File: src/rtl/sync_fifo_flags.sv
// Single-clock FIFO with occupancy count, programmable almost-full/almost-empty
// thresholds, sticky overflow/underflow flags and a selectable read mode.
//
// Ports:
//   clk          clock, all logic on the rising edge
//   rst_n        synchronous active-low reset
//   wr_en        write request, wr_data the word to write
//   rd_en        read request (FWFT: pop the head word)
//   rd_data      read data; rd_valid marks it as holding a valid word
//   full/empty   count == DEPTH / count == 0
//   almost_full  count >= AF_THRESH
//   almost_empty count <= AE_THRESH
//   count        current occupancy, 0..DEPTH
//   overflow     sticky, a write was rejected
//   underflow    sticky, a read was rejected
//   clr_err      clears overflow/underflow (a same-cycle new error wins)
module sync_fifo_flags #(
    parameter int unsigned WIDTH     = 8,
    parameter int unsigned DEPTH     = 16,
    parameter int unsigned AF_THRESH = DEPTH - 2,
    parameter int unsigned AE_THRESH = 2,
    parameter int unsigned FWFT      = 0
) (
    input  logic                     clk,
    input  logic                     rst_n,
    input  logic                     wr_en,
    input  logic [WIDTH-1:0]         wr_data,
    input  logic                     rd_en,
    output logic [WIDTH-1:0]         rd_data,
    output logic                     rd_valid,
    output logic                     full,
    output logic                     empty,
    output logic                     almost_full,
    output logic                     almost_empty,
    output logic [$clog2(DEPTH):0]   count,
    output logic                     overflow,
    output logic                     underflow,
    input  logic                     clr_err
);

    localparam int unsigned AW = $clog2(DEPTH);
    localparam int unsigned CW = AW + 1;

    localparam logic [CW-1:0] DEPTH_C = CW'(DEPTH);
    localparam logic [CW-1:0] AF_C    = CW'(AF_THRESH);
    localparam logic [CW-1:0] AE_C    = CW'(AE_THRESH);

    logic [WIDTH-1:0] mem [DEPTH];

    logic [AW-1:0] wr_ptr_q, wr_ptr_d;
    logic [AW-1:0] rd_ptr_q, rd_ptr_d;
    logic [CW-1:0] count_q, count_d;
    logic          overflow_q, overflow_d;
    logic          underflow_q, underflow_d;
    logic          rd_acc, wr_acc;

    // Flags are pure decodes of the registered count.
    assign full         = (count_q == DEPTH_C);
    assign empty        = (count_q == '0);
    assign almost_full  = (count_q >= AF_C);
    assign almost_empty = (count_q <= AE_C);
    assign count        = count_q;
    assign overflow     = overflow_q;
    assign underflow    = underflow_q;

    always_comb begin
        rd_acc      = rd_en && !empty;
        // A full FIFO still accepts a write when a read frees a slot this cycle.
        wr_acc      = wr_en && (!full || rd_acc);
        wr_ptr_d    = wr_acc ? wr_ptr_q + AW'(1) : wr_ptr_q;
        rd_ptr_d    = rd_acc ? rd_ptr_q + AW'(1) : rd_ptr_q;
        count_d     = count_q;
        case ({wr_acc, rd_acc})
            2'b10:   count_d = count_q + CW'(1);
            2'b01:   count_d = count_q - CW'(1);
            default: count_d = count_q;
        endcase
        // Set has priority over clear.
        overflow_d  = (overflow_q && !clr_err) || (wr_en && !wr_acc);
        underflow_d = (underflow_q && !clr_err) || (rd_en && !rd_acc);
    end

    always_ff @(posedge clk) begin
        if (!rst_n) begin
            wr_ptr_q    <= '0;
            rd_ptr_q    <= '0;
            count_q     <= '0;
            overflow_q  <= 1'b0;
            underflow_q <= 1'b0;
        end else begin
            wr_ptr_q    <= wr_ptr_d;
            rd_ptr_q    <= rd_ptr_d;
            count_q     <= count_d;
            overflow_q  <= overflow_d;
            underflow_q <= underflow_d;
        end
    end

    // Storage is not reset; writes during reset are dropped.
    always_ff @(posedge clk) begin
        if (rst_n && wr_acc) begin
            mem[wr_ptr_q] <= wr_data;
        end
    end

    generate
        if (FWFT != 0) begin : g_fwft
            assign rd_data  = mem[rd_ptr_q];
            assign rd_valid = !empty;
        end else begin : g_reg
            logic [WIDTH-1:0] rd_data_q;
            logic             rd_valid_q;

            always_ff @(posedge clk) begin
                if (!rst_n) begin
                    rd_data_q  <= '0;
                    rd_valid_q <= 1'b0;
                end else begin
                    rd_valid_q <= rd_acc;
                    if (rd_acc) begin
                        rd_data_q <= mem[rd_ptr_q];
                    end
                end
            end

            assign rd_data  = rd_data_q;
            assign rd_valid = rd_valid_q;
        end
    endgenerate

endmodule
File: config.mk
export PLATFORM = sky130hd
export DESIGN_NAME = sync_fifo_flags
export DESIGN_NICKNAME = d
export VERILOG_FILES = /design/src/rtl/sync_fifo_flags.sv
export SDC_FILE = /design/constraint.sdc
export NUM_CORES = 1
export LEC_CHECK = 0
export ABC_CLOCK_PERIOD_IN_PS = 8400
export CORE_MARGIN = 4
export CORE_UTILIZATION = 40
export CTS_BUF_LIST = sky130_fd_sc_hd__clkbuf_4 sky130_fd_sc_hd__clkbuf_8
export CTS_CLUSTER_SIZE = 12
export DETAILED_ROUTE_END_ITERATION = 7
export REMOVE_ABC_BUFFERS = 1
export SETUP_SLACK_MARGIN = 0.02
export SYNTH_ARGS = -nofsm -noshare
export SYNTH_HDL_FRONTEND = slang
export SYNTH_SLANG_ARGS = --single-unit
File: constraint.sdc
create_clock -name clk -period 8.4 [get_ports clk]
set_input_delay 1.26 -clock clk [delete_from_list [all_inputs] [get_ports clk]]
set_output_delay 1.26 -clock clk [all_outputs]
set_load 0.05 [all_outputs]
==> metrics.cfg <==
[clock_network]
numCtsBuffers=17
cts_tree=yes
root_buffer=clkbuf_8
clock_latency_ns=0.45
cts.sinks=152
cts_resized=0
cts_setup_buffers=0
clk_pin_slew_worst_paths_ns=0.07
htreeDepth=4
clk_path_buf_depth=2
cts_hold_buf=0

[routing]
dr_total_vias=3437
firstDrtPassIters=5
wl_um=12700
viasPerCell=5.44
routedWlPerCell_um=20.1
drcViolationCount=0
first_iter_violations=287
ant_nets=0

[placed_design]
place_area_sq_um=6600
placement.io_buffers=32
post-place-ws_ns=4.44
dpl.hpwl_um=8260
gp_congestion=0.790

[sta]
final_max_slew_viol_count=0
relSlewSlack_pct=32.4
skew_ns=0.0133
final_hold_viol_count=0
clock.fmax_ghz=0.261
tightest_slew_ns=1.01
finalCritPeriodShare_pct=45.7
layout_min_cycle_time_ns=3.84
setup_tns_ns=0
setup_viol=0
rsz0062_at_grt=no
timing.final.ws_setup_ns=4.56

[grt]
grt_pass1_wl_um=19800
grt_use_total_pct=15.3
grt_max_degree=59
overflow=0
grt_pass1_vias=3362
antenna_found_initial=0

[finish]
final_common_cell=edfxtp_1
utilization_pct=45.8
drive_gt1_share_pct=8.33
layout_common_cells=edfxtp_1 (128), mux2i_1 (68), o22ai_1 (32), clkdlybuf4s50_1 (32), dfxtp_1 (23)
nets=455
finish.instance_area_sq_um=6940
n_antenna_cell=0
syn_to_final_growth_pct=12.9

[run]
max_cap_violations=0

[worst_setup_path]
critPathBufInv=1
slowest_delay_ns=0.83
arrival_ns=2.58
crit_type=reg -> out
crit_path_start_kind=register
critical_path.top_delay_family=simple AND/OR/NAND/NOR gates
required_ns=7.14
worstPathCellList=or4_1, nor2_1, clkdlybuf4s50_1
crit_slowest_cell=clkdlybuf4s50_1
setup.worst_path.end_class=output port
path_max_fanout=8

[power_and_ir_drop]
combPwrFrac_pct=26.3
power_mw=1.88
p_switching_uw=623
vdd_ir_drop_max_v=0.000155
power_frac_seq_pct=48.0
p_sw_share_pct=33.1
intPower_mw=1.26
clockPowerShare_pct=25.7
leakage_nw=2.15
p_per_area_nw_per_um2=272

[logic_synthesis]
yosys.area.top_type=edfxtp_1
yosysTopAreaCellShare_pct=62.6
yosysSeqAreaShare_pct=70.4
synth_cell_type_count=37
netlist_area_sq_um=6140
synthArstFlopShare_pct=0
yosys-top-cells-area=edfxtp_1 (63%), mux2i_1 (11%), dfxtp_1 (7.8%)
synth_area_per_cell_sq_um=15.3
ys_warn_count=0
ys.flop_type=edfxtp_1
synth_edf_count=128
synth-seq-cells=152
synthCells=401

[die]
die-width_um=132
row_count=45
start_util_pct=40.6
die_h_um=132
die_area_sq_um=17400
num_io_pins=33
core-area_sq_um=15100

[run_status]
status=finished, final reports clean

[worst_hold_path]
min_path_type=reg -> reg

==> final cells by class <==
type / count / area, sq um
well taps: 188 / 235
clock inverters: 12 / 85.1
repair buffers: 34 / 335
clock buffers: 19 / 249
inverters: 4 / 15.0
fillers: 1306 / 8210
multi-input cells: 223 / 1690
flip-flops and latches: 152 / 4330
==> power groups by stage <==
stage | Clock, mW | Sequential (mW) | Combinational [mW]
after floorplan | 0 | 1.02 | 0.226
after CTS | 0.497 | 0.905 | 0.498
final | 0.484 | 0.904 | 0.495
after global routing | 0.529 | 0.911 | 0.530
after detailed placement | 0 | 0.921 | 0.497
after global placement | 0 | 0.920 | 0.493
==> cell usage after synthesis, types with 4 or more instances <==
cell,n
o21ai_0,10
o22ai_1,32
or3b_2,4
buf_2,9
nor2b_1,7
nor4_1,8
dfxtp_1,24
clkbuf_1,9
nor2_1,20
and2_1,7
mux2i_1,68
nand3b_1,5
nand3_1,5
ha_1,9
edfxtp_1,128
xnor2_1,6
nand2_1,9
a21oi_1,12
==> cell families (layout without fill, tap and decap cells) <==
group | Yosys count | count (layout) | synth area share (%)
AOI/OAI and AO/OA | 65 | 65 | 6.76
xor gates and xnor gates | 8 | 8 | 1.14
adders and majority gates | 10 | 10 | 2.16
buffers and inverters | 26 | 69 | 2.14
DFF | 152 | 152 | 70.4
muxes | 68 | 68 | 11.1
and+or+nand+nor | 72 | 72 | 6.35
==> metrics by stage <==
| step | cells | hold WS [ns] |
|---|---|---|
| 2_1_floorplan | 379 | 0.480 |
| 3_3_place_gp | 601 | 0.499 |
| 3_5_place_dp | 601 | 0.504 |
| 4_1_cts | 632 | 0.514 |
| 5_1_grt | 632 | 0.553 |
| 6_report | 632 | 0.517 |
==> worst paths after layout <==
path | start | to | slack [ns] | depth (start not counted)
worst max register to register | count[0]$_SDFFE_PN0P_ | count[4]$_SDFFE_PN0P_ | 5.35 | 8
worst min register to register | wr_ptr_q[1]$_SDFFE_PN0P_ | wr_ptr_q[1]$_SDFFE_PN0P_ | 0.52 | 2
worst max-delay path | count[0]$_SDFFE_PN0P_ | empty | 4.56 | 3
worst min-delay path | wr_ptr_q[1]$_SDFFE_PN0P_ | wr_ptr_q[1]$_SDFFE_PN0P_ | 0.52 | 2
==> worst min-delay path: cells and delay by family (launching register included) <==
kind | cells | cell delay (ns)
flops | 1 | 0.35
compound gates | 1 | 0.05
simple gates | 1 | 0.07
==> registers in the layout, indices dropped and copies added, names as in the netlist <==
| signal | flops |
|---|---|
| rd_valid | 1 |
| underflow | 1 |
| rd_ptr_q | 4 |
| count | 5 |
| overflow | 1 |
| mem | 128 |
| wr_ptr_q | 4 |
| rd_data | 8 |
==> routing by layer <==
metal / vias up / wire length (um) / GRT usage [%]
li1: 1598 / - / -
met2: 96 / 6080 / 23.6
met5: - / 0 / 0
met1: 1718 / 5580 / 20.4
met3: 25 / 656 / 3.32
met4: 0 / 389 / 7.76
No activity file was read; power rests on OpenSTA's default activity.
